File: src/rtl/mem_order_ctrl_if.sv
// ============================================================================
// Module   : mem_order_ctrl_if
// Brief    : ID-stage decode flags, memory traffic strobes and ordering-control
//            outputs shared between the pipeline and mem_order_ctrl.
// Revision : 1.0  initial release
// ============================================================================
`default_nettype none

interface mem_order_ctrl_if #(
    parameter int max_out_p = 16
);
    logic                               instr_v_i;
    logic                               is_mem_op_i;
    logic                               is_fence_op_i;
    logic                               is_fence_i_op_i;
    logic                               op_is_swap_aq_i;
    logic                               op_is_swap_rl_i;
    logic                               op_is_lr_acq_i;
    logic                               issue_ready_i;
    logic                               mem_req_sent_i;
    logic                               mem_resp_i;
    logic                               stall_o;
    logic                               icache_flush_o;
    logic [$clog2(max_out_p+1)-1:0]     out_count_o;
    logic                               error_o;

    modport master (
        output instr_v_i, is_mem_op_i, is_fence_op_i, is_fence_i_op_i,
               op_is_swap_aq_i, op_is_swap_rl_i, op_is_lr_acq_i,
               issue_ready_i, mem_req_sent_i, mem_resp_i,
        input  stall_o, icache_flush_o, out_count_o, error_o
    );

    modport slave (
        input  instr_v_i, is_mem_op_i, is_fence_op_i, is_fence_i_op_i,
               op_is_swap_aq_i, op_is_swap_rl_i, op_is_lr_acq_i,
               issue_ready_i, mem_req_sent_i, mem_resp_i,
        output stall_o, icache_flush_o, out_count_o, error_o
    );
endinterface

`default_nettype wire

File: src/rtl/mem_order_ctrl.sv
// ============================================================================
// Module   : mem_order_ctrl
// Brief    : Tracks outstanding remote memory requests and holds the ID
//            instruction to enforce fence / fence.i / acquire / release order.
// Revision : 1.0  initial release
// ============================================================================
`default_nettype none

module mem_order_ctrl #(
    parameter int max_out_p      = 16,
    parameter int flush_cycles_p = 4
) (
    input  wire logic          clk_i,
    input  wire logic          reset_n_i,
    mem_order_ctrl_if.slave    bus
);

    localparam int CW = $clog2(max_out_p + 1);
    localparam int FW = $clog2(flush_cycles_p + 1);

    localparam logic [CW-1:0] c_CNT_MAX   = CW'(max_out_p);
    localparam logic [FW-1:0] c_FLUSH_LEN = FW'(flush_cycles_p);

    localparam logic [1:0] c_IDLE  = 2'd0;
    localparam logic [1:0] c_DRAIN = 2'd1;
    localparam logic [1:0] c_ACQ   = 2'd2;
    localparam logic [1:0] c_FLUSH = 2'd3;

    logic [1:0]    r_state;
    logic [1:0]    w_state_nxt;
    logic [CW-1:0] r_count;
    logic [FW-1:0] r_flush_cnt;
    logic          r_error;

    logic          w_cnt_zero;
    logic          w_cnt_full;
    logic          w_order_op;
    logic          w_stall;
    logic          w_fire;

    assign w_cnt_zero = (r_count == '0);
    assign w_cnt_full = (r_count == c_CNT_MAX);
    assign w_order_op = bus.instr_v_i &
                        (bus.is_fence_op_i | bus.is_fence_i_op_i | bus.op_is_swap_rl_i);

    // Stall never looks at issue_ready_i, which keeps fire free of a loop.
    always_comb begin
        w_stall = 1'b0;
        case (r_state)
            c_IDLE: begin
                if (w_order_op && !w_cnt_zero)
                    w_stall = 1'b1;
                else if (bus.instr_v_i && bus.is_mem_op_i && w_cnt_full)
                    w_stall = 1'b1;
            end
            c_DRAIN: w_stall = 1'b1;
            c_ACQ:   w_stall = bus.instr_v_i & bus.is_mem_op_i;
            c_FLUSH: w_stall = 1'b1;
            default: w_stall = 1'b0;
        endcase
    end

    assign w_fire = bus.instr_v_i & bus.issue_ready_i & ~w_stall;

    always_comb begin
        w_state_nxt = r_state;
        case (r_state)
            c_IDLE: begin
                if (w_order_op && !w_cnt_zero)
                    w_state_nxt = c_DRAIN;
                else if (w_fire && (bus.op_is_swap_aq_i || bus.op_is_lr_acq_i))
                    w_state_nxt = c_ACQ;
                else if (w_fire && bus.is_fence_i_op_i)
                    w_state_nxt = c_FLUSH;
            end
            // A squashed instruction also releases DRAIN; the held one is re-decoded in IDLE.
            c_DRAIN: begin
                if (w_cnt_zero || !bus.instr_v_i)
                    w_state_nxt = c_IDLE;
            end
            c_ACQ: begin
                if (w_cnt_zero)
                    w_state_nxt = c_IDLE;
            end
            c_FLUSH: begin
                if (r_flush_cnt <= FW'(1))
                    w_state_nxt = c_IDLE;
            end
            default: w_state_nxt = c_IDLE;
        endcase
    end

    always_ff @(posedge clk_i or negedge reset_n_i) begin
        if (!reset_n_i) begin
            r_state     <= c_IDLE;
            r_flush_cnt <= '0;
        end else begin
            r_state <= w_state_nxt;
            if (r_state == c_IDLE && w_state_nxt == c_FLUSH)
                r_flush_cnt <= c_FLUSH_LEN;
            else if (r_state == c_FLUSH && r_flush_cnt != '0)
                r_flush_cnt <= r_flush_cnt - FW'(1);
        end
    end

    // Saturate at both ends and latch a sticky error instead of wrapping.
    always_ff @(posedge clk_i or negedge reset_n_i) begin
        if (!reset_n_i) begin
            r_count <= '0;
            r_error <= 1'b0;
        end else begin
            case ({bus.mem_req_sent_i, bus.mem_resp_i})
                2'b10: begin
                    if (w_cnt_full) r_error <= 1'b1;
                    else            r_count <= r_count + CW'(1);
                end
                2'b01: begin
                    if (w_cnt_zero) r_error <= 1'b1;
                    else            r_count <= r_count - CW'(1);
                end
                default: r_count <= r_count;
            endcase
        end
    end

    assign bus.stall_o        = w_stall;
    assign bus.icache_flush_o = (r_state == c_FLUSH);
    assign bus.out_count_o    = r_count;
    assign bus.error_o        = r_error;

endmodule

`default_nettype wire
File: src/flat_wrapper.sv
// flat-port wrapper written by rule: the top's interface ports become plain ports
module mem_order_ctrl_flat 
#(
    parameter int max_out_p      = 16,
    parameter int flush_cycles_p = 4
)
  (clk_i, reset_n_i, bus_instr_v_i, bus_is_mem_op_i, bus_is_fence_op_i, bus_is_fence_i_op_i, bus_op_is_swap_aq_i, bus_op_is_swap_rl_i, bus_op_is_lr_acq_i, bus_issue_ready_i, bus_mem_req_sent_i, bus_mem_resp_i, bus_stall_o, bus_icache_flush_o, bus_out_count_o, bus_error_o);
  mem_order_ctrl_if #(.max_out_p(max_out_p)) bus_i ();
  input  wire logic clk_i;
  input  wire logic reset_n_i;
  input wire logic [$bits(bus_i.instr_v_i)-1:0] bus_instr_v_i;
  input wire logic [$bits(bus_i.is_mem_op_i)-1:0] bus_is_mem_op_i;
  input wire logic [$bits(bus_i.is_fence_op_i)-1:0] bus_is_fence_op_i;
  input wire logic [$bits(bus_i.is_fence_i_op_i)-1:0] bus_is_fence_i_op_i;
  input wire logic [$bits(bus_i.op_is_swap_aq_i)-1:0] bus_op_is_swap_aq_i;
  input wire logic [$bits(bus_i.op_is_swap_rl_i)-1:0] bus_op_is_swap_rl_i;
  input wire logic [$bits(bus_i.op_is_lr_acq_i)-1:0] bus_op_is_lr_acq_i;
  input wire logic [$bits(bus_i.issue_ready_i)-1:0] bus_issue_ready_i;
  input wire logic [$bits(bus_i.mem_req_sent_i)-1:0] bus_mem_req_sent_i;
  input wire logic [$bits(bus_i.mem_resp_i)-1:0] bus_mem_resp_i;
  output wire logic [$bits(bus_i.stall_o)-1:0] bus_stall_o;
  output wire logic [$bits(bus_i.icache_flush_o)-1:0] bus_icache_flush_o;
  output wire logic [$bits(bus_i.out_count_o)-1:0] bus_out_count_o;
  output wire logic [$bits(bus_i.error_o)-1:0] bus_error_o;
  assign bus_i.instr_v_i = bus_instr_v_i;
  assign bus_i.is_mem_op_i = bus_is_mem_op_i;
  assign bus_i.is_fence_op_i = bus_is_fence_op_i;
  assign bus_i.is_fence_i_op_i = bus_is_fence_i_op_i;
  assign bus_i.op_is_swap_aq_i = bus_op_is_swap_aq_i;
  assign bus_i.op_is_swap_rl_i = bus_op_is_swap_rl_i;
  assign bus_i.op_is_lr_acq_i = bus_op_is_lr_acq_i;
  assign bus_i.issue_ready_i = bus_issue_ready_i;
  assign bus_i.mem_req_sent_i = bus_mem_req_sent_i;
  assign bus_i.mem_resp_i = bus_mem_resp_i;
  assign bus_stall_o = bus_i.stall_o;
  assign bus_icache_flush_o = bus_i.icache_flush_o;
  assign bus_out_count_o = bus_i.out_count_o;
  assign bus_error_o = bus_i.error_o;
  mem_order_ctrl #(.max_out_p(max_out_p), .flush_cycles_p(flush_cycles_p)) u_core (.clk_i(clk_i), .reset_n_i(reset_n_i), .bus(bus_i));
endmodule
File: config.mk
export PLATFORM = sky130hd
export DESIGN_NAME = mem_order_ctrl_flat
export DESIGN_NICKNAME = d
export VERILOG_FILES = /design/src/rtl/mem_order_ctrl_if.sv /design/src/rtl/mem_order_ctrl.sv /design/src/flat_wrapper.sv
export SDC_FILE = /design/constraint.sdc
export NUM_CORES = 1
export LEC_CHECK = 0
export ABC_AREA = 1
export BUFFER_PORTS_ARGS = -buffer_cell sky130_fd_sc_hd__buf_2
export CAP_MARGIN = 20
export CORE_MARGIN = 2
export CORE_UTILIZATION = 50
export CTS_BUF_LIST = sky130_fd_sc_hd__clkbuf_8
export CTS_CLUSTER_DIAMETER = 80
export DETAILED_ROUTE_END_ITERATION = 6
export PLACE_DENSITY = 0.73
export SYNTH_ARGS = -nofsm -noshare
export SYNTH_HDL_FRONTEND = slang
export SYNTH_SLANG_ARGS = --single-unit
export TNS_END_PERCENT = 1
File: constraint.sdc
create_clock -name clk_i -period 2.25 [get_ports clk_i]
set_input_delay 0.225 -clock clk_i [delete_from_list [all_inputs] [get_ports clk_i]]
set_output_delay 0.225 -clock clk_i [all_outputs]
set_load 0.01 [all_outputs]
**Word level (Yosys, flattened, before mapping)**

Index checks and enable logic that the tools add are counted.

- Input bits: 12
- Register bits after elaboration: 11

- Reductions and logical operators: 19
- Add/sub/neg operators: 3
- Equal/unequal tests: 11
- Mux-type cells: 18
- Bitwise logic cells: 7
- Magnitude comparators: 1

Operator list:

| operator | count |
|---|---|
| $mux W2 | 6 |
| $mux W5 | 2 |
| $pmux W5 S2 | 1 |
| $eq A2 B2 Y1 const B | 4 |
| $pmux W2 S4 | 1 |
| $logic_and A1 B1 Y1 | 7 |
| $mux W3 | 2 |
| $reduce_and A3 Y1 | 2 |
| $add A5 B1 Y5 const B | 1 |
| $eq A5 B5 Y1 const B | 1 |
| $logic_not A5 Y1 | 1 |
| $sub A5 B1 Y5 const B | 1 |
| $and A1 B1 Y1 | 4 |
| $eq A2 B1 Y1 const B | 2 |
| $mux W1 | 4 |
| $ne A2 B1 Y1 const B | 2 |
| $ne A2 B2 Y1 const B | 2 |
| $reduce_bool A2 Y1 | 2 |
| $le A3 B1 Y1 const B | 1 |
| $pmux W1 S3 | 1 |
| $reduce_bool A3 Y1 | 1 |
| $sub A3 B1 Y3 const B | 1 |
| $logic_not A1 Y1 | 2 |
| $logic_not A2 Y1 | 1 |
| 5 further kinds | 7 |

**Depth between registers and ports, before layout**

- Word-level depth: 16
- Gate-level depth with buffers: 13

**Worst setup path before layout**

OpenSTA, ideal clock, no wires.

- Path kind: reg-to-reg
- From: reg u_core.r_count[0] (netlist: u_core.bus.out_count_o[0])
- To: reg u_core.r_count[4] (netlist: u_core.bus.out_count_o[4])
- Path buffers: 0
- Data required time: 2.119 ns
- Arrival time: 1.554 ns
- Clock period less this slack: 1.684 ns
- Library setup time: 0.131 ns
- Cell stages (with the launch flop): 7
- Setup slack: 0.566 ns
- Cells stage by stage: dfrtp_1 > inv_1 > fa_1 > o21ai_0 > xor2_1 > nor2_1 > xor2_1

- Cells in the longest elaborated chain, start to end: 3
- Elaborated cells on any way between the ends: 10
- Those cells by class: add/sub: 2; eq/ne: 3; mux: 3; reduce/logical: 2

Ends and longest elaborated chain:

| element | line | text |
|---|---|---|
| start: declaration | mem_order_ctrl.sv:31 | `logic [CW-1:0] r_count;` |
| start signal: assignment | mem_order_ctrl.sv:115 | `else r_count <= r_count + CW'(1);` |
| start signal: assignment | mem_order_ctrl.sv:119 | `else r_count <= r_count - CW'(1);` |
| start signal: assignment | mem_order_ctrl.sv:121 | `default: r_count <= r_count;` |
| $sub A5 B1 Y5, or another cell as far along | mem_order_ctrl.sv:119 |  |
| $mux W5, or another cell as far along | mem_order_ctrl.sv:118 | `if (w_cnt_zero) r_error <= 1'b1;` |
| $pmux W5 S2 or $reduce_and A3 Y1 (tied branches) | - |  |

Parallel ways exist; a longest one is shown, timed or not. The select of a mux whose other input is x is not followed.
A chain may end at the register's enable or synchronous reset.

**Final worst setup path**

Same ends and word-level chain as after synthesis.

==> metrics <==
buffer levels on the longest clock path 2; vias in the first global route 705; r2r startpoint u_core.bus.out_count_o[0]; top-area cell type share of the netlist area 32.07%; Post-synth EDFFs 0; vias per cell 4.924; DRT iter0 DRCs 7; Leak Pwr 0.0005469 µW; final cell count without fillers 145; top post-synthesis cells by count nand2_1 (19), inv_1 (17), dfrtp_1 (11); Clock Skews 0.002146 ns; pwr dens 1168 nW/µm²; initial antenna violation count 0; Synth area leaders dfrtp_1 (32%), ha_1 (12%), nand2_1 (8.3%), inv_1 (7.4%), xor2_1 (6.1%); slowest CP cell dfrtp_1; Distinct cells, synth 26; min Tclk post-route 1.736 ns; chip width 45.43 µm; clk root buf clkbuf_8; cell with the most instances after synthesis nand2_1; Worst Tran Pin Value 0.2639 ns; CP endpoint kind flip-flop; CTS tree done; Clock power frac 16.3%; Initial Util 55.06%; largest area contributor in the netlist dfrtp_1; antenna cells 0; first-pass GRT wire length 2.918 mm; status complete, no violations; fin. max-slew vios 0; Total GRT Usage 20.12%; Hold WC Path Type in -> async; grt ovf 0; Int Pwr 655.5 µW; Most common cell on crit path xor2_1; Sink Count 11; DIE HEIGHT 45.43 µm; asr flop ratio synth 100.0%; Num CTS Buffers 3; CP required 2.37 ns; Avg WL per Cell 11.14 µm; Arr. time, crit path 1.85 ns; DP Cell Count 140; share of power burned in registers 33.4%; NetSw 546.2 µW; Die ar. 2064 µm²; sw frac 45.45%; Initial DRT Pass Iterations 4; num ports 20; critical path class reg -> reg; Layout area overhead 19.83%; Core Rows 14; warnings from Yosys 0; Post-DRT Antenna Nets 0; VDD IR max 0.7769 mV; fillcell total 139; Clock Latency Late Sink 0.24 ns; nets@finish 151; H-tree depth 1; Detailed Route WL 1.616 mm; final hold vios 0; DR DRC count 0; Reg clk slew, reported paths 0.05 ns; share of cells above drive strength 1 26.36%; IO buf count 19; critical path launch point type flip-flop; crit-path max FO 5; #FFs+latches synth 11; hpwl dp 1.260 mm; core area 1559 µm²; register area share after synthesis 32.07%; GPL Wtd Cong 0.8622; syn nets 126; R2R setup slack 0.51 ns; Slew headroom 82.22%; Gate power share 50.3%; Critical Path, Cell by Cell inv_1, fa_1, o21ai_0, xor2_1, nor2_1, xor2_1; Mean Syn Cell Area 8.175 µm²; Synth Flop Type dfrtp_1; vias 714; R2R depth 6; # setup viols final 0; Netlist Area Pre-Place 858.3 µm²; largest net degree at the start of global routing 12; # resized after CTS 0; Cells after Synth 105; RR Endpoint u_core.bus.out_count_o[4]; Crit path largest cell delay 0.46 ns; MaxCap Viol Count 0; Period Utilization, post-route 77.14%; RSZ-0062 raised after global routing false; fmax 0.5762 GHz; setup TNS 0 ns
-- flip-flops by register name, indices dropped and copies added, names as in the netlist --
register	cells
u_core.bus.error_o	1
u_core.bus.out_count_o	5
u_core.r_flush_cnt	3
u_core.r_state	2
-- layer usage --
metal	vias to the layer above	part of all wire (%)	GRT usage (%)
met5	-	0	0
met4	0	0.93	9.412
met3	2	5.4	5.556
met2	18	45	30.42
met1	311	49	26.52
li1	383	-	-
-- cells by family (layout without fill, tap and decap cells) --
logic type	Yosys count	count (layout)	synth area share, %
AND/OR/NAND/NOR	42	42	26.39
XOR/XNOR	7	7	7.143
flip-flops	11	11	32.07
adder cells (fa/ha/maj)	9	9	13.99
buffers and inverters	19	43	8.309
AO/OA/AOI/OAI	17	17	12.10
-- layout by cell type, fill, tap and decap left out, drive strengths merged --
cell type / count
a21oi: 7
or2: 1
nand3: 7
fa: 1
dfrtp: 11
ha: 8
and2: 1
o21ai: 6
buf: 19
nand4: 1
nand2: 22
a221oi: 1
inv: 20
xor2: 6
o211ai: 2
a41o: 1
dlygate4sd3: 1
xnor2: 1
nor2: 10
clkbuf: 3
-- worst max path at each step --
stage | from | endpoint | slack, ns | cells after the start
finish | u_core.bus.out_count_o[0] | u_core.bus.out_count_o[4] | 0.51 | 6
global route | u_core.bus.out_count_o[0] | u_core.bus.out_count_o[4] | 0.35 | 6
CTS | u_core.bus.out_count_o[0] | u_core.bus.out_count_o[4] | 0.51 | 6
detailed placement | bus_mem_req_sent_i | u_core.bus.out_count_o[4] | 0.36 | 9
global placement | bus_mem_req_sent_i | u_core.bus.out_count_o[4] | 0.46 | 9
floorplan | u_core.bus.out_count_o[0] | u_core.bus.out_count_o[4] | 0.57 | 6
-- through the flow --
stage          utilization, %  total power, µW  setup slack [ns]  instance area [µm²]  hold slack (ns)
3_5_place_dp            62.44             1002            0.3584                973.4           0.1153
6_report                65.97             1202            0.5144                 1028           0.3837
3_3_place_gp            62.44            990.5            0.4603                973.4           0.1139
4_1_cts                 65.97             1210            0.5072                 1028           0.3927
2_1_floorplan               -            842.8            0.5655                858.3         -0.07059
5_1_grt                 65.97             1329            0.3541                 1028           0.4242
-- worst max-delay path: cells and delay by family, from the launching register on --
| family | cells | cell delay, ns |
|---|---|---|
| AOI/OAI and AO/OA | 1 | 0.22 |
| xor gates and xnor gates | 2 | 0.30 |
| adders and majority gates | 1 | 0.46 |
| and+or+nand+nor | 1 | 0.07 |
| DFF | 1 | 0.46 |
| buffers and inverters | 1 | 0.11 |
-- layout make-up --
cell class / count / area [µm²] / share of cell area (%)
inverter: 19 / 71.32 / 6.934
clock buffer: 3 / 41.29 / 4.015
multi-input combinational: 75 / 511.7 / 49.76
timing repair buffer: 20 / 105.1 / 10.22
tap: 16 / 20.02 / 1.946
clock inverter: 1 / 3.754 / 0.3650
sequential: 11 / 275.3 / 26.76
-- power groups by stage --
| stage | clock (µW) | combinational (µW) | sequential, µW |
|---|---|---|---|
| 2_1_floorplan | 0 | 436 | 406 |
| 3_3_place_gp | 0 | 590 | 401 |
| 3_5_place_dp | 0 | 598 | 404 |
| 4_1_cts | 201 | 609 | 400 |
| 5_1_grt | 214 | 694 | 421 |
| 6_report | 195 | 604 | 402 |
-- repair_timing --
item                      CTS  global route
hold endpoints to repair   11             0
setup buffers               0             0
hold buffers                1             0
Note: power is estimated with default switching activity, not from simulation.
